==> config.mk <==
export PLATFORM = sky130hd
export DESIGN_NAME = cp0_unit
export DESIGN_NICKNAME = d
export VERILOG_FILES = /design/src/rtl/mips_defs.sv /design/src/rtl/cp0_exc_arbiter.sv /design/src/rtl/cp0_unit.sv
export SDC_FILE = /design/constraint.sdc
export NUM_CORES = 1
export LEC_CHECK = 0
export CAP_MARGIN = 10
export CORE_UTILIZATION = 47
export DETAILED_ROUTE_END_ITERATION = 10
export PLACE_DENSITY = 0.87
export SETUP_SLACK_MARGIN = 0.2
export SYNTH_ARGS = -nofsm -noshare
export SYNTH_HDL_FRONTEND = slang
export SYNTH_SLANG_ARGS = --single-unit
==> constraint.sdc <==
create_clock -name clk -period 4.15 [get_ports clk]
set_clock_uncertainty 0.2 [all_clocks]
set_input_delay 0.6225 -clock clk [delete_from_list [all_inputs] [get_ports clk]]
set_output_delay 0.6225 -clock clk [all_outputs]
set_load 0.01 [all_outputs]
==> src/rtl/mips_defs.sv <==
// Shared MIPS definitions: CP0 register numbers, exception codes, field positions
// and the exception entry address used by the next-PC logic.
package mips_defs;

   localparam logic [4:0] CP0_SR    = 5'd12;
   localparam logic [4:0] CP0_CAUSE = 5'd13;
   localparam logic [4:0] CP0_EPC   = 5'd14;
   localparam logic [4:0] CP0_PRID  = 5'd15;

   localparam logic [4:0] EXC_INT     = 5'd0;
   localparam logic [4:0] EXC_ADEL    = 5'd4;
   localparam logic [4:0] EXC_ADES    = 5'd5;
   localparam logic [4:0] EXC_SYSCALL = 5'd8;
   localparam logic [4:0] EXC_RI      = 5'd10;
   localparam logic [4:0] EXC_OV      = 5'd12;

   localparam logic [31:0] HANDLER_PC = 32'h0000_4180;

   localparam int SR_IE    = 0;
   localparam int SR_EXL   = 1;
   localparam int IM_LO    = 10;
   localparam int IM_HI    = 15;
   localparam int IP_LO    = 10;
   localparam int IP_HI    = 15;
   localparam int EXC_LO   = 2;
   localparam int EXC_HI   = 6;
   localparam int CAUSE_BD = 31;

endpackage

==> src/rtl/cp0_exc_arbiter.sv <==
// Trap decision for the instruction in M: masked interrupt vs. pipeline exception,
// interrupts first; both are blocked while a handler is running (EXL).
module cp0_exc_arbiter
   import mips_defs::*;
(
   input  logic [5:0] hw_int,
   input  logic [5:0] im,
   input  logic       ie,
   input  logic       exl,
   input  logic [4:0] exc_code_in,
   output logic       int_req,
   output logic       exc_req,
   output logic       req,
   output logic [4:0] exc_code
);

   assign int_req  = (|(hw_int & im)) & ie & ~exl;
   assign exc_req  = (exc_code_in != EXC_INT) & ~exl;
   assign req      = int_req | exc_req;
   assign exc_code = int_req ? EXC_INT : exc_code_in;

endmodule

==> src/rtl/cp0_unit.sv <==
// Coprocessor 0 in stage M: SR/Cause/EPC/PRId storage, mfc0/mtc0 access and
// the single-cycle trap request that flushes the pipe and redirects fetch.
module cp0_unit
   import mips_defs::*;
#(
   parameter logic [31:0] PRID_VALUE = 32'h0000_2025
) (
   input  logic        clk,
   input  logic        reset,
   input  logic [4:0]  A1,
   input  logic [4:0]  A2,
   input  logic [31:0] DIN,
   input  logic [31:0] PC,
   input  logic [4:0]  ExcCodeIn,
   input  logic        BDIn,
   input  logic [5:0]  HWInt,
   input  logic        en,
   input  logic        EXLClr,
   output logic        Req,
   output logic [31:0] EPCOut,
   output logic [31:0] DOUT
);

   logic [5:0]  im;
   logic        exl;
   logic        ie;
   logic        bd;
   logic [5:0]  ip;
   logic [4:0]  exc_code;
   logic [31:0] epc;

   logic        int_req;
   logic        exc_req;
   logic        req;
   logic [4:0]  exc_code_sel;
   logic [31:0] pc_aligned;
   logic [31:0] trap_epc;
   logic [31:0] dout_sel;
   logic        unused_din;

   cp0_exc_arbiter u_arb (
      .hw_int      (HWInt),
      .im          (im),
      .ie          (ie),
      .exl         (exl),
      .exc_code_in (ExcCodeIn),
      .int_req     (int_req),
      .exc_req     (exc_req),
      .req         (req),
      .exc_code    (exc_code_sel)
   );

   // Misaligned fetch (AdEL) still records a word-aligned EPC.
   assign pc_aligned = {PC[31:2], 2'b00};
   assign trap_epc   = BDIn ? (pc_aligned - 32'd4) : pc_aligned;

   always_ff @(posedge clk) begin
      if (reset) begin
         im       <= '0;
         exl      <= 1'b0;
         ie       <= 1'b0;
         bd       <= 1'b0;
         ip       <= '0;
         exc_code <= '0;
         epc      <= '0;
      end else begin
         ip <= HWInt;
         if (req) begin
            exl      <= 1'b1;
            exc_code <= exc_code_sel;
            bd       <= BDIn;
            epc      <= trap_epc;
         end else begin
            if (en && A2 == CP0_SR) begin
               im  <= DIN[IM_HI:IM_LO];
               exl <= DIN[SR_EXL];
               ie  <= DIN[SR_IE];
            end
            if (en && A2 == CP0_EPC)
               epc <= DIN;
            // eret overrides a same-cycle mtc0 on the EXL bit only
            if (EXLClr)
               exl <= 1'b0;
         end
      end
   end

   always_comb begin
      dout_sel = '0;
      case (A1)
         CP0_SR: begin
            dout_sel[IM_HI:IM_LO] = im;
            dout_sel[SR_EXL]      = exl;
            dout_sel[SR_IE]       = ie;
         end
         CP0_CAUSE: begin
            dout_sel[CAUSE_BD]      = bd;
            dout_sel[IP_HI:IP_LO]   = ip;
            dout_sel[EXC_HI:EXC_LO] = exc_code;
         end
         CP0_EPC:  dout_sel = epc;
         CP0_PRID: dout_sel = PRID_VALUE;
         default:  dout_sel = '0;
      endcase
   end

   assign Req    = req & ~reset;
   assign DOUT   = reset ? 32'd0 : dout_sel;
   assign EPCOut = epc;

   assign unused_din = ^{DIN[31:16], DIN[9:2], exc_req};

endmodule

==> results.cfg <==
[run_status]
status = completed

[grt]
grt_pass1_vias = 4052
antenna_found_initial = 0
grt_pass1_wl_microns = 19800
track_usage = 0.296
gr-total-overflow = 0
grt_max_degree = 38

[drt]
vias = 4417
finalWirelength_microns = 12600
drc_errors = 0
drt_iter0_markers = 260
routedWlPerCell_microns = 17.9
viasPerCell = 6.28
ant_nets = 0
drtPass1Iterations = 6

[cts]
cts-root-buf = clkbuf_8
cts_buffers = 5
cts_setup_buffers = 0
insertion_delay_ns = 0.32
clkSinkCount = 52
postCtsHoldBufs = 0
clkTransAtPathRegs_ns = 0.11
clockBufferDepth = 2
cts_resized = 0
cts_tree = done
h-tree-depth = 2

[setup_path]
rrSetupSlack_ns = 1.75
crit_chain = clkdlybuf4s50_1 -> nor2b_1 -> nor2b_1 -> buf_4 -> and2_1 -> clkdlybuf4s50_1
endpoint_kind = output port
cp_data_arrival_time_ns = 2.80
worstSetupPathType = in2out
worst-r2r-cell-count = 4
critPathMaxStageDelay_ns = 0.55
crit_path_end = DOUT[21]
cp.required_ns = 3.33
rr_endpoint = im[3]
crit_fanout = 15
start_kind = primary input
worstReg2RegStart = exl
crit_start = A1[1]
slowest_stage = clkdlybuf4s50_1

[placement]
portBuffers = 152
gp_congestion = 0.937
dp_hpwl_microns = 9410
place_ws_ns = 0.537

[finish]
area.growth.synth_to_final_pct = 46.2
layout_common_cells = 152 x clkdlybuf4s50_1, 52 x dfxtp_1, 32 x nor4_1, 27 x mux2i_1, 25 x inv_1
layout_commonest_cell = clkdlybuf4s50_1
drive_gt1_frac = 0.0815
final_nets = 691
n_antenna_cell = 0
fill_cells = 621
final_util = 0.705

[floorplanning]
die_y_microns = 90.8
ios = 155
die_area_sq_mm = 0.00825
row_count = 32
core_sq_mm = 0.00769
start_util = 0.482
die_w_microns = 90.8

[sta]
finalSetupViolCount = 0
tns_ns = 0
worst_slack_ns = 0.532
max-slew-margin-rel = 0.501
fin_crit_ns = 3.62
rsz0062_at_grt = no
drv_slew = 0
period_share = 0.872
fmax_mhz = 276
whs_ns = 0.281
tightest_slew_ns = 0.729
hold_viol_final = 0

[synthesis]
ys_ff_latch = 52
synth_area_sq_mm = 0.00371
synth_fp_nets = 558
synth-edff-count = 0
postSynthAreaPerCell_sq_um = 7.94
ys.flop_type = dfxtp_1
yosysSeqAreaShare = 0.281
synth_warnings = 0
ys_async_sr_fraction = 0
synth.distinct_cells = 51
synth_cells = 467

[worst_hold_path]
whs_path_depth = 2
holdCritPathClass = reg2reg

[pwr]
p_leak_nw = 1.76
ir_worst_vdd_mv = 0.147
p_per_area_mw_per_mm2 = 229

[run]
maxCapViolCount = 0
[critical path, delay by kind of cell]
family,cells,cell delay [ns]
buffers and inverters,3,1.27
and+or+nand+nor,3,0.90
[flip-flops by register name (all words and copies together), names as in the netlist]
signal	cells
EPCOut	32
ie	1
ip	6
exc_code	5
exl	1
im	6
bd	1
[cell type report]
type	instances	area [sq um]	area share
flip-flops and latches	52	1040	0.192
clock buffers	5	68.8	0.0127
well taps	102	128	0.0236
multi-input cells	347	2420	0.446
inverters	26	97.6	0.0180
clock inverters	3	25.0	0.00462
repair buffers	168	1640	0.303
[worst min-delay path by stage]
stage | start | endpoint | slack [ns]
finish | im[0] | im[0] | 0.28
global route | im[4] | im[4] | 0.31
floorplan | ie | ie | 0.23
detailed placement | im[0] | im[0] | 0.26
global placement | ie | ie | 0.25
CTS | im[0] | im[0] | 0.28
[routing by layer]
metal	wire, microns	part of all wire	track usage	vias up
met3	905	0.072	0.0379	36
met5	0	0	0	-
met1	5130	0.41	0.386	2083
li1	-	-	-	2086
met4	303	0.024	0.104	0
met2	6270	0.50	0.500	212
[stage by stage]
| step | cell area, sq um | total power, W | std cells |
|---|---|---|---|
| global placement | 5330 | 0.000927 | 695 |
| global route | 5420 | 0.00130 | 703 |
| detailed placement | 5330 | 0.000937 | 695 |
| finish | 5420 | 0.00124 | 703 |
| CTS | 5420 | 0.00124 | 703 |
| floorplan | 3710 | 0.000730 | 467 |
[cells by family (layout without fill, tap and decap cells)]
logic type                 Yosys count  in the layout  share of synthesized area
buffers and inverters               68            202                     0.0695
muxes                               27             27                     0.0729
and+or+nand+nor                    181            181                      0.293
adders and majority gates            1              1                    0.00337
xor gates and xnor gates             3              3                    0.00709
DFF                                 52             52                      0.281
AOI/OAI and AO/OA                  135            135                      0.273
[report_power, final]
group	leakage [nW]	total, W	switching [W]	internal (W)
logic	1.29	0.000366	0.000168	0.000198
clock network	0.0452	0.000307	0.000184	0.000123
registers	0.431	0.000567	0.0000315	0.000535
[Yosys cell counts, types with 2 or more instances]
cell type / n / area (sq um)
or2_2: 6 / 37.5
a21oi_1: 17 / 85.1
a31oi_1: 16 / 100
nor3b_1: 2 / 15.0
nand4_1: 5 / 31.3
a22oi_1: 7 / 52.6
xor2_1: 2 / 17.5
dfxtp_1: 52 / 1040
nor2_1: 21 / 78.8
nor4_1: 32 / 200
a311oi_1: 2 / 17.5
nor2b_1: 11 / 68.8
and2_1: 19 / 119
o21a_1: 3 / 22.5
nand2_1: 23 / 86.3
a211oi_1: 16 / 120
or3_1: 8 / 50.1
a2111oi_0: 7 / 61.3
o31a_1: 19 / 166
or4_4: 3 / 33.8
nand4bb_1: 2 / 22.5
buf_2: 2 / 10.0
clkbuf_1: 39 / 146
o41ai_1: 20 / 175
nand3_1: 6 / 30.0
o31ai_1: 10 / 75.1
nor3_1: 12 / 60.1
or4b_2: 2 / 20.0
o31a_2: 2 / 20.0
o21ai_0: 8 / 40.0
inv_1: 25 / 93.8
mux2i_1: 27 / 270
or4_1: 16 / 120
nor4b_1: 2 / 17.5
a221oi_1: 2 / 17.5
or3b_2: 6 / 52.6
No activity file was read; power rests on OpenSTA's default activity.
